===== config.mk =====
export PLATFORM = sky130hd
export DESIGN_NAME = uart_tx_param
export DESIGN_NICKNAME = d
export VERILOG_FILES = /design/src/rtl/uart_pkg.sv /design/src/rtl/uart_tx_fifo.sv /design/src/rtl/uart_tx_param.sv
export SDC_FILE = /design/constraint.sdc
export NUM_CORES = 1
export LEC_CHECK = 0
export CAP_MARGIN = 20
export CORE_MARGIN = 1
export CORE_UTILIZATION = 60
export CTS_BUF_LIST = sky130_fd_sc_hd__clkbuf_8
export DETAILED_ROUTE_END_ITERATION = 16
export GPL_ROUTABILITY_DRIVEN = 0
export PLACE_DENSITY = 0.87
export RECOVER_POWER = 100
export REMOVE_ABC_BUFFERS = 1
export SLEW_MARGIN = 20
export SYNTH_ARGS = -nofsm -noshare
export SYNTH_HDL_FRONTEND = slang
export SYNTH_SLANG_ARGS = --single-unit

===== constraint.sdc =====
create_clock -name tx_clk -period 5.8 [get_ports tx_clk]
set_input_delay 1.16 -clock tx_clk [delete_from_list [all_inputs] [get_ports tx_clk]]
set_output_delay 1.16 -clock tx_clk [all_outputs]
set_load 0.05 [all_outputs]

===== src/rtl/uart_pkg.sv =====
// Shared definitions for the parametrised UART transmitter: parity encodings,
// FSM state encodings and a constant-function clog2 used for port/counter widths.
package uart_pkg;

  typedef enum logic [1:0] {
    PAR_NONE     = 2'b00,
    PAR_EVEN     = 2'b01,
    PAR_ODD      = 2'b10,
    PAR_NONE_ALT = 2'b11
  } parity_t;

  typedef enum logic [2:0] {
    ST_IDLE   = 3'd0,
    ST_START  = 3'd1,
    ST_DATA   = 3'd2,
    ST_PARITY = 3'd3,
    ST_STOP   = 3'd4
  } tx_state_t;

  // Smallest n with 2**n >= value; usable in constant expressions.
  function automatic int clog2(input int value);
    int result;
    result = 0;
    for (int i = 0; i < 31; i++) begin
      if ((1 << i) < value) result = i + 1;
    end
    return result;
  endfunction

endpackage


===== src/rtl/uart_tx_fifo.sv =====
// Synchronous FIFO with first-word-fall-through read data. Pointers carry one
// extra MSB so full and empty are distinguished without a separate counter.
module uart_tx_fifo
  import uart_pkg::*;
#(
  parameter int WIDTH = 8,
  parameter int DEPTH = 4
) (
  input  logic                   clk,
  input  logic                   rst,
  input  logic                   push,
  input  logic [WIDTH-1:0]       wr_data,
  input  logic                   pop,
  output logic [WIDTH-1:0]       rd_data,
  output logic                   full,
  output logic                   empty,
  output logic [clog2(DEPTH):0]  level
);

  localparam int AW = clog2(DEPTH);

  logic [WIDTH-1:0] mem [DEPTH];
  logic [AW:0]      wr_ptr;
  logic [AW:0]      rd_ptr;
  logic             do_push;
  logic             do_pop;

  assign empty   = (wr_ptr == rd_ptr);
  assign full    = (wr_ptr[AW] != rd_ptr[AW]) && (wr_ptr[AW-1:0] == rd_ptr[AW-1:0]);
  assign level   = wr_ptr - rd_ptr;
  assign do_push = push && !full;
  assign do_pop  = pop && !empty;
  assign rd_data = mem[rd_ptr[AW-1:0]];

  always_ff @(posedge clk or posedge rst) begin
    if (rst) begin
      wr_ptr <= '0;
      rd_ptr <= '0;
    end else begin
      if (do_push) wr_ptr <= wr_ptr + 1'b1;
      if (do_pop)  rd_ptr <= rd_ptr + 1'b1;
    end
  end

  // Storage is not reset; the pointers alone define which entries are valid.
  always_ff @(posedge clk) begin
    if (do_push) mem[wr_ptr[AW-1:0]] <= wr_data;
  end

endmodule


===== src/rtl/uart_tx_param.sv =====
// Parametrised UART transmitter (start, DATA_W data bits LSB first, optional
// parity, 1 or 2 stop bits). Define UART_TX_FIFO_EN to add a word FIFO in front.
module uart_tx_param
  import uart_pkg::*;
#(
  parameter int DATA_W       = 8,
  parameter int CLKS_PER_BIT = 16,
  parameter int FIFO_DEPTH   = 4
) (
  input  logic              tx_clk,
  input  logic              rst,
  input  logic              tx_enable,
  input  logic              tx_valid,
  output logic              tx_ready,
  input  logic [DATA_W-1:0] tx_data_in,
  input  logic [1:0]        parity_mode,
  input  logic              two_stop,
  output logic              tx_data_out,
  output logic              done,
  output logic              busy
`ifdef UART_TX_FIFO_EN
  ,
  output logic [clog2(FIFO_DEPTH):0] fifo_level
`endif
);

  localparam int BAUD_W = (clog2(CLKS_PER_BIT) < 1) ? 1 : clog2(CLKS_PER_BIT);
  localparam int IDX_W  = clog2(DATA_W);
  localparam logic [BAUD_W-1:0] BAUD_LAST = BAUD_W'(CLKS_PER_BIT - 1);
  localparam logic [IDX_W-1:0]  IDX_LAST  = IDX_W'(DATA_W - 1);

  tx_state_t         state, state_next;
  logic [BAUD_W-1:0] baud_cnt, baud_next;
  logic [IDX_W-1:0]  bit_idx, idx_next;
  logic              stop_second, stop_next;
  logic              done_next;
  logic              line_q, line_next;
  logic              baud_wrap;
  logic [DATA_W-1:0] data_q;
  logic              par_en_q;
  logic              par_q;
  logic              two_stop_q;
  logic              start_req;
  logic [DATA_W-1:0] src_data;

`ifdef UART_TX_FIFO_EN
  logic              fifo_full;
  logic              fifo_empty;
  logic [DATA_W-1:0] fifo_data;

  assign tx_ready  = !fifo_full;
  assign start_req = (state == ST_IDLE) && tx_enable && !fifo_empty;
  assign src_data  = fifo_data;

  uart_tx_fifo #(
    .WIDTH (DATA_W),
    .DEPTH (FIFO_DEPTH)
  ) u_fifo (
    .clk     (tx_clk),
    .rst     (rst),
    .push    (tx_valid && tx_ready),
    .wr_data (tx_data_in),
    .pop     (start_req),
    .rd_data (fifo_data),
    .full    (fifo_full),
    .empty   (fifo_empty),
    .level   (fifo_level)
  );
`else
  assign tx_ready  = tx_enable && (state == ST_IDLE);
  assign start_req = tx_valid && tx_ready;
  assign src_data  = tx_data_in;
`endif

  assign busy        = (state != ST_IDLE);
  assign tx_data_out = line_q;
  assign baud_wrap   = (baud_cnt == BAUD_LAST);

  always_comb begin
    state_next = state;
    baud_next  = baud_cnt;
    idx_next   = bit_idx;
    stop_next  = stop_second;
    done_next  = 1'b0;
    line_next  = 1'b1;

    case (state)
      ST_IDLE: begin
        if (start_req) begin
          state_next = ST_START;
          baud_next  = '0;
          idx_next   = '0;
          stop_next  = 1'b0;
        end
      end
      ST_START: begin
        if (baud_wrap) begin
          state_next = ST_DATA;
          baud_next  = '0;
        end else begin
          baud_next = baud_cnt + 1'b1;
        end
      end
      ST_DATA: begin
        if (baud_wrap) begin
          baud_next = '0;
          if (bit_idx == IDX_LAST) begin
            idx_next   = '0;
            state_next = par_en_q ? ST_PARITY : ST_STOP;
          end else begin
            idx_next = bit_idx + 1'b1;
          end
        end else begin
          baud_next = baud_cnt + 1'b1;
        end
      end
      ST_PARITY: begin
        if (baud_wrap) begin
          state_next = ST_STOP;
          baud_next  = '0;
        end else begin
          baud_next = baud_cnt + 1'b1;
        end
      end
      ST_STOP: begin
        if (baud_wrap) begin
          baud_next = '0;
          if (two_stop_q && !stop_second) begin
            stop_next = 1'b1;
          end else begin
            state_next = ST_IDLE;
            done_next  = 1'b1;
          end
        end else begin
          baud_next = baud_cnt + 1'b1;
        end
      end
      default: state_next = ST_IDLE;
    endcase

    // The line is registered from the next state so it changes on the same
    // edge as the FSM and never glitches.
    case (state_next)
      ST_START:  line_next = 1'b0;
      ST_DATA:   line_next = data_q[idx_next];
      ST_PARITY: line_next = par_q;
      default:   line_next = 1'b1;
    endcase
  end

  always_ff @(posedge tx_clk or posedge rst) begin
    if (rst) begin
      state       <= ST_IDLE;
      baud_cnt    <= '0;
      bit_idx     <= '0;
      stop_second <= 1'b0;
      done        <= 1'b0;
      line_q      <= 1'b1;
    end else begin
      state       <= state_next;
      baud_cnt    <= baud_next;
      bit_idx     <= idx_next;
      stop_second <= stop_next;
      done        <= done_next;
      line_q      <= line_next;
    end
  end

  // Word and frame options are captured once per frame so later input changes
  // cannot disturb a frame already on the line.
  always_ff @(posedge tx_clk or posedge rst) begin
    if (rst) begin
      data_q     <= '0;
      par_en_q   <= 1'b0;
      par_q      <= 1'b0;
      two_stop_q <= 1'b0;
    end else if (state == ST_IDLE && start_req) begin
      data_q     <= src_data;
      par_en_q   <= (parity_mode == PAR_EVEN) || (parity_mode == PAR_ODD);
      par_q      <= (parity_mode == PAR_ODD) ? ~^src_data : ^src_data;
      two_stop_q <= two_stop;
    end
  end

endmodule


==> results.yml <==
global_routing:
  grt_max_degree: 25
  grt_pass1_vias: 1065
  grt_overflow: 0
  globalRouteMet2Util: 0.489
  busiest_layer: "met2"
  antenna_found_initial: 0
  grt_pass1_wl_um: 4620
  grt_use_total: 0.254
  grt.met3_usage: 0.0280
  grt_util_met1: 0.292
power_and_ir_drop:
  vdd_drop_max_mv: 0.293
  static-leakage-power_nw: 0.714
  totalPowerFinal_mw: 0.630
  power.density_cell_area_nw_per_um2: 405
setup_path:
  setup_crit_path_kind: "in2out"
  timing.reg2reg.setup_slack_ns: 3.24
  cp_data_required_time_ns: 4.64
  worstPathArrival_ns: 2.68
  critical-path-slowest-cell: "dlygate4sd3_1"
  slowest_delay_ns: 0.87
  critPathMaxFanout: 3
  worst_setup_path_start_kind: "input port"
  critical_path.cell_chain: "clkdlybuf4s50_1 > and2_0 > dlygate4sd3_1"
  end_kind: "output port"
clocking:
  cts_resized: 0
  htreeDepth: 1
  path_clk_slew_ns: 0.08
  cts-buffers-inserted: 3
  max-clock-path-buffers: 2
  post-cts-setup-buffers: 0
  cts_hold_buf: 0
  clkSinkCount: 24
  root_buffer_cell: "clkbuf_8"
  clock_insertion_delay_worst_skew_ns: 0.26
  cts_tree: "built"
synthesis:
  leading_cell_types_by_total_area_after_synthesis: "dfrtp_1, nand2_1, ha_1, xnor2_1, nor3b_1"
  portion_of_the_post_synthesis_area_used_by_sequential_elements: 0.447
  yosys_register_bits: 24
  main_combinational_cell_family_by_area_after_synthesis: "simple AND/OR/NAND/NOR gates"
  synthesized_area_fraction_occupied_by_adder_cells: 0.0464
  ys_warn_count: 0
  netlist.area_leader.share: 0.427
  postSynthCellCount: 145
  synthXorXnorAreaFrac: 0.0520
  simple_gate_share_of_the_synthesized_area: 0.250
  number_of_different_library_cells_in_the_post_synthesis_netlist: 41
  post_synth.cell_area_avg_um2: 9.29
  netlist_area_um2: 1350
  yosys.area.top_type: "dfrtp_1"
  muxShareOfSynthArea: 0
  synth_area_in_compound_gates: 0.151
placement:
  placed_cells: 183
  place_area_um2: 1520
  placement.setup.worst_slack_ns: 2.04
  placement.io_buffers: 18
  detailedPlacementHpwl_um: 1870
sta:
  fin_ws_ns: 1.96
  fin_worst_skew_ns: 0.00732
  timing_max_transition_violations_final: 0
  tightest_slew_ns: 0.890
  setup-violations-final: 0
  grt_setup_unrepaired: "no"
  hold_viol: 0
  finalCritPeriodShare: 0.663
  period_needed_ns: 3.84
  slew-limit-headroom: 0.406
  max_freq_mhz: 260
  finalHoldWorstSlack_ns: 0.479
  final.setup.tns_ns: 0
die:
  die_h_um: 49.4
  die_x_um: 49.4
  die_area_um2: 2440
  core_um2: 2040
  rows: 16
  num_io_pins: 19
  initial_core_utilization: 0.660
layout:
  final_net_count: 181
  finish.utilization: 0.761
  post_layout_nonfiller_instances: 187
  fin_area_um2: 1550
  syn_to_final_growth_pct: 15.3
  diodes: 0
  drive_above_1_share: 0.0688
routing:
  drtIter0Drc: 32
  postRouteWirelength_um: 2660
  num_vias: 1064
  route.detailed.vias_per_inst: 5.69
  wl_per_cell_um: 14.2
  ant_nets: 0
  drt_drc_violations_left: 0
  firstDrtPassIters: 6
run:
  cap_viol_max_count: 0
hold_path:
  min-delay-path-class: "reg2reg"
status:
  status: "finished, final reports clean"
## registers in the layout, indices dropped and copies added, names as in the netlist
register / cells
par_q: 1
tx_data_out: 1
baud_cnt: 4
done: 1
bit_idx: 3
two_stop_q: 1
stop_second: 1
data_q: 8
state: 3
par_en_q: 1
## power breakdown
| group | internal (mW) | switching (mW) | leakage (nW) | total, mW |
|---|---|---|---|---|
| clock network | 0.0605 | 0.0517 | 0.0288 | 0.112 |
| logic | 0.0961 | 0.129 | 0.383 | 0.225 |
| registers | 0.235 | 0.0572 | 0.302 | 0.293 |
| total | 0.392 | 0.238 | 0.714 | 0.630 |
## cell usage in the layout, fill, tap and decap left out, types with 2 or more instances in the layout
cell | synthesis | layout
dlygate4sd3_1 | 0 | 7
nand4_1 | 2 | 2
nor3_1 | 2 | 2
nor2_1 | 5 | 5
ha_1 | 5 | 5
a22oi_1 | 0 | 2
o21ai_0 | 7 | 7
a2111oi_0 | 2 | 2
xnor2_1 | 7 | 7
nor2b_1 | 3 | 3
clkdlybuf4s50_1 | 0 | 11
and3_1 | 2 | 2
dfrtp_1 | 23 | 23
a21oi_1 | 6 | 6
clkbuf_8 | 0 | 4
nor3b_1 | 6 | 6
nand2_1 | 37 | 37
nand3_1 | 1 | 2
inv_1 | 7 | 7
## worst max-delay path, delay by kind of cell
| kind | cells | cell delay (ns) |
|---|---|---|
| buffers and inverters | 2 | 1.36 |
| AND/OR/NAND/NOR | 1 | 0.16 |
## cell type report
class                           count  area, um2
Fill cell                         156        488
Clock buffer                        4       55.1
Multi-Input combinational cell    106        653
Timing Repair Buffer               18        180
Inverter                            8       30.0
Tap cell                           27       33.8
Sequential cell                    24        602
## path summary, 6_finish.rpt
| path | from | endpoint | cells after the start |
|---|---|---|---|
| hold reg to reg | data_q[1]$_DFFE_PP0P_ | data_q[1]$_DFFE_PP0P_ | 2 |
| max in group asynchronous | rst | data_q[3]$_DFFE_PP0P_ | 2 |
| min in group asynchronous | rst | bit_idx[2]$_DFF_PP0_ | 2 |
| setup reg to reg | baud_cnt[0]$_DFFE_PP0P_ | tx_data_out$_DFF_PP1_ | 8 |
| setup / recovery | tx_enable | tx_ready | 3 |
| hold / removal | data_q[1]$_DFFE_PP0P_ | data_q[1]$_DFFE_PP0P_ | 2 |
## metal layers
layer / wire, um / vias to the layer above / share of wire
met1: 1110 / 511 / 0.42
met3: 73 / 4 / 0.027
li1: - / 526 / -
met4: 20 / 0 / 0.0075
met2: 1450 / 23 / 0.55
met5: 0 / - / 0
## cell usage after synthesis
| cell | number |
|---|---|
| nor4_1 | 1 |
| o22ai_1 | 1 |
| nor2b_1 | 3 |
| buf_6 | 1 |
| nand4_1 | 2 |
| nor3b_1 | 6 |
| a2111oi_2 | 1 |
| clkbuf_1 | 3 |
| nor3_1 | 2 |
| buf_2 | 1 |
| and3_1 | 2 |
| and2_1 | 1 |
| xnor2_1 | 7 |
| nand2b_1 | 1 |
| buf_4 | 2 |
| dfstp_2 | 1 |
| a2bb2oi_1 | 1 |
| nand3_1 | 1 |
| inv_1 | 7 |
| nand2_1 | 37 |
| a2111o_1 | 1 |
| a21oi_2 | 1 |
| o21ai_0 | 7 |
| inv_2 | 1 |
| nor2_1 | 5 |
| a311oi_1 | 1 |
| a211oi_2 | 1 |
| a22oi_2 | 2 |
| or3b_1 | 1 |
| o31ai_1 | 1 |
| a21oi_1 | 6 |
| dfrtp_1 | 23 |
| nor4b_4 | 1 |
| a2111oi_0 | 2 |
| or2_2 | 1 |
| a2111oi_1 | 1 |
| a21o_1 | 1 |
| nand3_2 | 1 |
| and2_2 | 1 |
| ha_1 | 5 |
| xor2_1 | 1 |
## logic make-up after synthesis
logic type,Yosys count
compound gates,27
xor+xnor,8
fa+ha+maj,5
buf+inv,15
flops,24
simple gates,66
Power figures use the tool's default switching activity.
